`config.mk`:
```
export PLATFORM = sky130hd
export DESIGN_NAME = spi_i2s_tx_mc
export DESIGN_NICKNAME = d
export VERILOG_FILES = /design/src/rtl/spi_i2s_pkg.sv /design/src/rtl/spi_i2s_frm_cnt.sv /design/src/rtl/spi_i2s_tx_mc.sv
export SDC_FILE = /design/constraint.sdc
export NUM_CORES = 1
export LEC_CHECK = 0
export CAP_MARGIN = 20
export CORE_ASPECT_RATIO = 0.75
export CORE_MARGIN = 2
export CORE_UTILIZATION = 40
export CTS_BUF_LIST = sky130_fd_sc_hd__clkbuf_4
export DETAILED_ROUTE_END_ITERATION = 8
export PLACE_DENSITY = 0.68
export SLEW_MARGIN = 25
export SYNTH_ARGS = -nofsm -noshare
export SYNTH_HDL_FRONTEND = slang
export SYNTH_HIERARCHICAL = 1
export SYNTH_SLANG_ARGS = --single-unit
```
`constraint.sdc`:
```
create_clock -name i2s_clk_shft_tx -period 2.4 [get_ports i2s_clk_shft_tx]
set_input_delay 0.48 -clock i2s_clk_shft_tx [delete_from_list [all_inputs] [get_ports i2s_clk_shft_tx]]
set_output_delay 0.48 -clock i2s_clk_shft_tx [all_outputs]
set_load 0.1 [all_outputs]
```
`src/rtl/spi_i2s_pkg.sv`:
```
// Shared encodings and helpers for the multi-channel I2S/LJ/TDM transmit shifter.
package spi_i2s_pkg;

  localparam logic [1:0] MODE_I2S = 2'd0;
  localparam logic [1:0] MODE_LJ  = 2'd1;
  localparam logic [1:0] MODE_TDM = 2'd2;

  typedef enum logic [1:0] {
    ST_IDLE  = 2'd0,
    ST_LOAD  = 2'd1,
    ST_SHIFT = 2'd2
  } state_t;

  localparam int UNDRN_MAX = 255;

  function automatic int clog2(input int value);
    int r;
    r = 0;
    while ((1 << r) < value) r++;
    return r;
  endfunction

  // Counter width with a floor of one bit, so single-slot or single-bit configs stay legal.
  function automatic int cnt_w(input int value);
    return (clog2(value) < 1) ? 1 : clog2(value);
  endfunction

endpackage

```
`src/rtl/spi_i2s_frm_cnt.sv`:
```
// Bit and slot position counters for one frame, with look-ahead values for framing.
module spi_i2s_frm_cnt
  import spi_i2s_pkg::*;
#(
  parameter int SLOT_W = 32,
  parameter int NUM_CH = 2,
  parameter int BW     = cnt_w(SLOT_W),
  parameter int CW     = cnt_w(NUM_CH)
) (
  input  logic          clk,
  input  logic          rst,
  input  logic          clr,
  input  logic          adv,
  output logic          last_bit,
  output logic          last_slot,
  output logic [BW-1:0] next_bcnt,
  output logic [CW-1:0] next_scnt
);

  logic [BW-1:0] bcnt;
  logic [CW-1:0] scnt;

  // Terminal-count decode and the position the counters move to on the next advance.
  always_comb begin
    last_bit  = (bcnt == BW'(SLOT_W - 1));
    last_slot = (scnt == CW'(NUM_CH - 1));
    next_bcnt = last_bit ? '0 : bcnt + 1'b1;
    next_scnt = scnt;
    if (last_bit) next_scnt = last_slot ? '0 : scnt + 1'b1;
  end

  // Counter registers: cleared while loading, stepped once per shifted bit.
  always_ff @(posedge clk) begin
    if (rst || clr) begin
      bcnt <= '0;
      scnt <= '0;
    end else if (adv) begin
      bcnt <= next_bcnt;
      scnt <= next_scnt;
    end
  end

endmodule

```
`src/rtl/spi_i2s_tx_mc.sv`:
```
// Multi-channel serial transmit shifter: pops slot words from a FIFO and
// serialises them in I2S, left-justified or TDM framing.
//
//   state    | meaning
//   ST_IDLE  | stopped, sdo/ws low, waiting for en
//   ST_LOAD  | requesting slot 0 of a new frame, no underflow accounting
//   ST_SHIFT | shifting one bit per clock, reloading at each slot boundary
module spi_i2s_tx_mc
  import spi_i2s_pkg::*;
#(
  parameter int DATA_W = 32,
  parameter int SLOT_W = 32,
  parameter int NUM_CH = 2
) (
  input  logic                      i2s_clk_shft_tx,
  input  logic                      rst,
  input  logic                      en,
  input  logic [1:0]                mode,
  input  logic                      msb_lsb,
  input  logic [DATA_W-1:0]         tx_dat,
  input  logic                      tx_vld,
  output logic                      tx_rdy,
  output logic [cnt_w(NUM_CH)-1:0]  tx_ch,
  output logic                      sdo,
  output logic                      ws,
  output logic                      busy,
  output logic                      undrn,
  input  logic                      undrn_clr,
  output logic [7:0]                undrn_cnt
);

  localparam int BW   = cnt_w(SLOT_W);
  localparam int CW   = cnt_w(NUM_CH);
  localparam int HALF = NUM_CH / 2;

  state_t            state, state_nxt;
  logic              last_bit, last_slot;
  logic [BW-1:0]     next_bcnt;
  logic [CW-1:0]     next_scnt, ws_slot;
  logic              cnt_clr, cnt_adv, stop, take, ws_nxt;
  logic [1:0]        mode_q;
  logic              msb_q;
  logic [DATA_W-1:0] dat_ord;
  logic [SLOT_W-1:0] slot_word, sh_q;

  spi_i2s_frm_cnt #(
    .SLOT_W (SLOT_W),
    .NUM_CH (NUM_CH),
    .BW     (BW),
    .CW     (CW)
  ) u_frm_cnt (
    .clk       (i2s_clk_shft_tx),
    .rst       (rst),
    .clr       (cnt_clr),
    .adv       (cnt_adv),
    .last_bit  (last_bit),
    .last_slot (last_slot),
    .next_bcnt (next_bcnt),
    .next_scnt (next_scnt)
  );

  // State register.
  always_ff @(posedge i2s_clk_shft_tx) begin
    if (rst) state <= ST_IDLE;
    else     state <= state_nxt;
  end

  // Next-state logic; a stop request only takes effect at the end of a frame.
  always_comb begin
    state_nxt = state;
    case (state)
      ST_IDLE:  if (en)     state_nxt = ST_LOAD;
      ST_LOAD:  if (tx_vld) state_nxt = ST_SHIFT;
      ST_SHIFT: if (stop)   state_nxt = ST_IDLE;
      default:              state_nxt = ST_IDLE;
    endcase
  end

  // Outputs and strobes; tx_rdy is built from state/counters/en only, never tx_vld.
  always_comb begin
    busy    = (state != ST_IDLE);
    tx_rdy  = 1'b0;
    tx_ch   = '0;
    stop    = 1'b0;
    undrn   = 1'b0;
    cnt_clr = 1'b0;
    cnt_adv = 1'b0;
    case (state)
      ST_LOAD: begin
        tx_rdy  = !rst;
        cnt_clr = 1'b1;
      end
      ST_SHIFT: begin
        cnt_adv = 1'b1;
        if (last_bit) begin
          tx_ch = next_scnt;
          if (last_slot && !en) begin
            stop = 1'b1;
          end else begin
            tx_rdy = !rst;
            undrn  = !rst && !tx_vld;
          end
        end
      end
      default: ;
    endcase
    take = tx_rdy && tx_vld;
  end

  // Arrange the FIFO word in transmit order: first bit at the top, zero padding below.
  always_comb begin
    dat_ord = tx_dat;
    if (!msb_q) begin
      for (int i = 0; i < DATA_W; i++) dat_ord[i] = tx_dat[DATA_W-1-i];
    end
    slot_word = SLOT_W'(dat_ord) << (SLOT_W - DATA_W);
  end

  // Word-select level for the next cycle. I2S looks one bit further ahead so ws
  // leads the slot by one clock; TDM marks only the first bit of slot 0.
  always_comb begin
    ws_slot = next_scnt;
    if (next_bcnt == BW'(SLOT_W - 1))
      ws_slot = (next_scnt == CW'(NUM_CH - 1)) ? '0 : next_scnt + 1'b1;
    if (mode_q == MODE_TDM)      ws_nxt = (next_bcnt == '0) && (next_scnt == '0);
    else if (mode_q == MODE_I2S) ws_nxt = (ws_slot >= CW'(HALF));
    else                         ws_nxt = (next_scnt >= CW'(HALF));
    if (state == ST_LOAD) ws_nxt = (mode_q == MODE_TDM);
  end

  // Shift register, registered sdo/ws, and per-run latching of mode and bit order.
  always_ff @(posedge i2s_clk_shft_tx) begin
    if (rst) begin
      sdo    <= 1'b0;
      ws     <= 1'b0;
      sh_q   <= '0;
      mode_q <= MODE_I2S;
      msb_q  <= 1'b0;
    end else begin
      if (state == ST_IDLE && en) begin
        mode_q <= (mode == 2'd3) ? MODE_LJ : mode;
        msb_q  <= msb_lsb;
      end
      if (take) begin
        sdo  <= slot_word[SLOT_W-1];
        sh_q <= slot_word << 1;
        ws   <= ws_nxt;
      end else if (undrn) begin
        sdo  <= 1'b0;
        sh_q <= '0;
        ws   <= ws_nxt;
      end else if (state == ST_SHIFT && !stop) begin
        sdo  <= sh_q[SLOT_W-1];
        sh_q <= sh_q << 1;
        ws   <= ws_nxt;
      end else begin
        sdo <= 1'b0;
        ws  <= 1'b0;
      end
    end
  end

  // Saturating underflow counter; a clear coinciding with an underflow leaves one count.
  always_ff @(posedge i2s_clk_shft_tx) begin
    if (rst)
      undrn_cnt <= '0;
    else if (undrn_clr)
      undrn_cnt <= {7'd0, undrn};
    else if (undrn && undrn_cnt != 8'(UNDRN_MAX))
      undrn_cnt <= undrn_cnt + 8'd1;
  end

endmodule

```
Word-level counts from Yosys, hierarchy flattened
Index checks and enable logic that the tools add are counted.
{ "classes": {"n_addsub": 4, "order_cmp": 2, "n_eq_ne": 10, "mux": 38, "n_bitwise": 1, "reduce_logical": 20} }
{ "ops": {"columns": ["op", "count"], "rows": [
  ["2-to-1 mux 32 bit", 4],
  ["2-to-1 mux 1 bit", 27],
  ["== test 5 bit (second input constant)", 2],
  ["adder 8 x 1 -> 8 bit (second input constant)", 1],
  ["2-to-1 mux 2 bit", 4],
  ["inequality test 8 bit (second input constant)", 1],
  ["logical AND 1 bit", 7],
  ["== test 2 bit (second input constant)", 3],
  ["inequality test 2 bit (second input constant)", 3],
  ["case mux 2 bit (3 select lines)", 1],
  ["adder 5 x 1 -> 5 bit (second input constant)", 1],
  ["logical NOT 5 bit", 1],
  ["2-to-1 mux 5 bit", 1],
  ["logical NOT 1 bit", 4],
  ["logical NOT 2 bit", 2],
  ["nonzero test 2 bit", 2],
  ["AND reduction 3 bit", 1],
  ["nonzero test 3 bit", 1],
  ["adder 1 bit (second input constant)", 2],
  ["== test 2 x 1 -> 1 bit (second input constant)", 1],
  ["greater-or-equal comparator 1 bit (second input constant)", 2],
  ["case mux 1 bit (2 select lines)", 1],
  ["OR reduction 2 bit", 1],
  ["logical OR 1 bit", 1],
  ["NOT 1 bit", 1]
]} }
{ "totals": {"reg_bits": 52, "inputBits": 40, "output_inout_bits": 14, "elab_cells": 85} }

Depth between registers and ports, before layout
{ "logic_depth": {"depth_word": 13, "mapped_depth": 9, "ltp_nobuf": 8} }

Modules after synthesis
Netlist, hierarchy kept.
{ "by_module_without_submodules": {"columns": ["mod", "instances", "cells_each", "area_each_um2", "seq_area_each_um2"], "rows": [
  ["spi_i2s_tx_mc", 1, 326, 2676.3, 920.9],
  ["spi_i2s_frm_cnt", 1, 36, 329.1, 120.1]
]} }

Least setup slack after synthesis
OpenSTA, ideal clock, no wires.
{ "synth_timing": {"path_kind": "register to output", "start": "register u_frm_cnt.bcnt[0]", "end": "output port tx_rdy", "t_arrival_ns": 3.649, "path_slack_ns": -1.729, "path_stages_with_launch": 8, "path_buffers": 1, "path_cell_list": "dfxtp_1 ha_1 and3_1 ha_1 and2_1 a21oi_1 clkbuf_1 nor3b_1"} }
{ "synth_via": {"elab_chain_len": 3} }
{ "synth_rtl": {"columns": ["item", "line", "text"], "rows": [
  ["from (decl)", "spi_i2s_frm_cnt.sv:20", "logic [BW-1:0] bcnt;"],
  ["from (signal assigned)", "spi_i2s_frm_cnt.sv:38", "bcnt <= next_bcnt;"],
  ["== test 5 bit", "spi_i2s_frm_cnt.sv:25", "last_bit = (bcnt == BW'(SLOT_W - 1));"],
  ["via last_bit", "spi_i2s_tx_mc.sv:37", "logic last_bit, last_slot;"],
  ["2-to-1 mux 1 bit", "spi_i2s_tx_mc.sv:95", "if (last_bit) begin"],
  ["case mux 1 bit (2 select lines)", "spi_i2s_tx_mc.sv:88", "case (state)"],
  ["to (decl)", "spi_i2s_tx_mc.sv:22", "output logic tx_rdy,"]
]} }
The timed path passes the listed nets, and every way through them passes these cells.

Final worst setup path
{ "layout_timing": {"start": "register u_frm_cnt.bcnt[0]", "end": "output port undrn"} }
{ "layout_via": {"elab_chain_len": 3} }
{ "layout_rtl": {"columns": ["item", "line", "text"], "rows": [
  ["== test 5 bit", "spi_i2s_frm_cnt.sv:25", null],
  ["via last_bit", "spi_i2s_tx_mc.sv:37", null],
  ["2-to-1 mux 1 bit", "spi_i2s_tx_mc.sv:95", null],
  ["2-to-1 mux 1 bit", "spi_i2s_tx_mc.sv:88", null],
  ["to (decl)", "spi_i2s_tx_mc.sv:27", "output logic undrn,"]
]} }
The timed path passes the listed nets, and every way through them passes these cells.

==> qor.yml <==
status: "complete, but fails checks"
failed_checks: "negative setup slack"
max-slew-margin-rel_pct: 62.1
synthToLayoutAreaGrowth_pct: 31.5
hold_viol_final: 0
vias: 2985
stdcell_count: 519
dp_hpwl_microns: 5590
ys_ff_latch: 52
path_max_fanout: 5
synthTopCellsByArea: "dfxtp_1, a2111oi_0, nor2b_1, o21ai_0, nor2_1"
worst_r2r_endpoint: "sh_q[17]"
grt_pass1_vias: 2741
drtPass1Iterations: 5
avgRoutedWirePerCell_microns: 15.6
cts_tree: "yes"
cts_hold_buf: 0
maxSlewViolCount: 0
pwr-share-seq_pct: 41.9
antenna_found_initial: 0
hp-class: "flip-flop to flip-flop"
drt_iter0_drc: 152
die_area_sq_mm: 0.00823
rows: 27
p_int_mw: 1.67
ys.flop_type: "dfxtp_1"
core_area_sq_mm: 0.00730
grt_use_total_pct: 20.0
synth_cells: 362
start_util_pct: 41.2
remaining_drc_errors: 0
routed_wl_microns: 8110
fin_skew_ns: 0.0400
layout_min_cycle_time_ns: 2.41
netlist_area_sq_mm: 0.00301
grt_max_degree: 46
drv_cap: 0
pwr-share-comb_pct: 42.5
place_area_sq_mm: 0.00378
report.final.setup_viol: 1
fin_total_pwr_mw: 2.80
finalNetCount: 466
cp.arrival_ns: 1.93
portBuffers: 53
clock_latency_ns: 0.39
die_h_microns: 79.1
cts_buffer_depth: 2
synth_cell_types: 45
r2r_cells: 9
drive_above_1_share_pct: 16.7
diodes: 0
synthesis.nets: 411
clk_root_buffer_cell: "clkbuf_4"
die_x_microns: 104
globalplace.congestion: 0.876
required_ns: 1.92
vias_per_cell: 5.75
worst_slack_ns: -0.00711
switching_share_pct: 40.2
min_path_cells: 2
yosysWarnings: 6
cts_buffers: 5
clock.fmax_ghz: 0.415
p_leak_nw: 1.38
cp-end-kind: "output pin"
hold_start: "mode_q[0]"
synthArstFlopShare_pct: 0
tightest_slew_ns: 0.554
io_pins: 54
start_kind: "flip-flop"
peakVddDrop_v: 0.000640
powerDensity_mw_per_mm2: 708
synth_top_area_share_pct: 34.6
r2r_slack_ns: 0.14
period_share_pct: 100
synth_edf_count: 0
gr-total-overflow: 0
place_inst: 503
worstSetupPathType: "flip-flop to output pin"
rr_startpoint: "u_frm_cnt/bcnt[0]"
drtAntennaViolNets: 0
post-place-ws_ns: -0.00795
ys_seq_area_share_pct: 34.6
htreeDepth: 2
layout_common_cells: "a2111oi_0, dfxtp_1, nor2_1, clkdlybuf4s50_1"
mostFrequentLayoutCell: "a2111oi_0"
grt_pass1_wl_microns: 13600
synth_top_cell_by_area: "dfxtp_1"
cts.clk_slew.worst_paths_ns: 0.17
syn_area_per_cell_sq_um: 8.30
rsz0062_at_grt: "true"
min_to: "mode_q[0]"
power_frac_clock_pct: 15.6
fin_area_sq_mm: 0.00395
cts.sinks: 52
power.switching_mw: 1.12
==> flip-flops by register name (all words and copies together) (netlist names) <==
signal               count
u_frm_cnt/bcnt           5
mode_q                   2
u_frm_cnt/last_slot      1
msb_q                    1
sdo                      1
ws                       1
sh_q                    31
undrn_cnt                8
state                    2
==> routing by layer <==
metal	GRT usage [%]	wire length, microns
met5	0	0
met4	4.46	64
met3	3.04	284
met2	32.2	3790
met1	28.6	3970
==> cell usage after synthesis (2+ instances only) <==
cell type  instances
nor2b_1           33
nor2_1            43
nor3_1             2
inv_1              9
a211oi_1           2
buf_6              2
or4_1              4
or3_1              2
xor2_1             3
o2bb2ai_1          2
nand3_1            7
or2_1              2
mux2i_1            7
nand2_1           10
and3_1             3
ha_1               9
clkbuf_1          24
nand3b_1           2
o21ai_0           33
buf_2              6
a21oi_1            9
nor4_1             2
a31oi_1            4
and2_1             3
a2111oi_0         61
nor3b_1            2
o21a_1             2
and4_1             2
nand2b_1           2
nand4_1            3
and4b_1            2
dfxtp_1           52
==> critical path, stage by stage (launching register included) <==
cell	delay (ns)
dfxtp_4	0.39
ha_4	0.13
and3_4	0.20
ha_4	0.18
nand2_4	0.06
or3_4	0.35
clkinvlp_4	0.10
buf_12	0.17
==> metrics by stage <==
stage                     setup TNS, ns  util (%)  hold slack (ns)
after global placement                0      51.9            0.463
after detailed placement       -0.00795      51.9            0.466
final                          -0.00711      54.1            0.479
after floorplan                  -0.131         -            0.446
after global routing             -0.189      54.1            0.511
after CTS                       -0.0193      53.5            0.487
==> final cells by class <==
class / count / area (sq um)
sequential: 52 / 1050
tap: 101 / 126
fill: 715 / 3350
multi-input combinational: 268 / 1880
inverter: 10 / 41.3
clock inverter: 3 / 25.0
clock buffer: 5 / 37.5
timing repair buffer: 80 / 790
==> worst max-delay path by stage <==
stage / start / end / depth (start not counted)
4_1_cts: u_frm_cnt/bcnt[1] / tx_ch / 6
5_1_grt: u_frm_cnt/bcnt[0] / undrn / 7
6_report: u_frm_cnt/bcnt[0] / undrn / 7
2_1_floorplan: u_frm_cnt/bcnt[0] / tx_rdy / 7
3_3_place_gp: en / undrn / 5
3_5_place_dp: rst / undrn / 5
==> power groups by stage <==
stage               Sequential, mW  Combinational (mW)  Clock (mW)
floorplan                     1.15               0.802           0
global placement              1.19                1.11           0
detailed placement            1.19                1.14           0
CTS                           1.17                1.17       0.447
global route                  1.19                1.33       0.476
finish                        1.17                1.19       0.436
==> logic make-up after synthesis <==
logic type | share of synthesized area (%)
adders and majority gates | 3.75
DFF | 34.6
muxes | 2.33
buffers and inverters | 5.99
xor gates and xnor gates | 1.17
and+or+nand+nor | 22.9
AOI/OAI and AO/OA | 29.3
==> what timing repair did <==
item,4_1_cts,5_1_grt
setup buffers,6,2
pin swaps,5,1
endpoints found under the hold margin,0,0
endpoints found under the setup margin,3,8
resized for setup,4,9
Note: power is estimated with default switching activity, not from simulation.
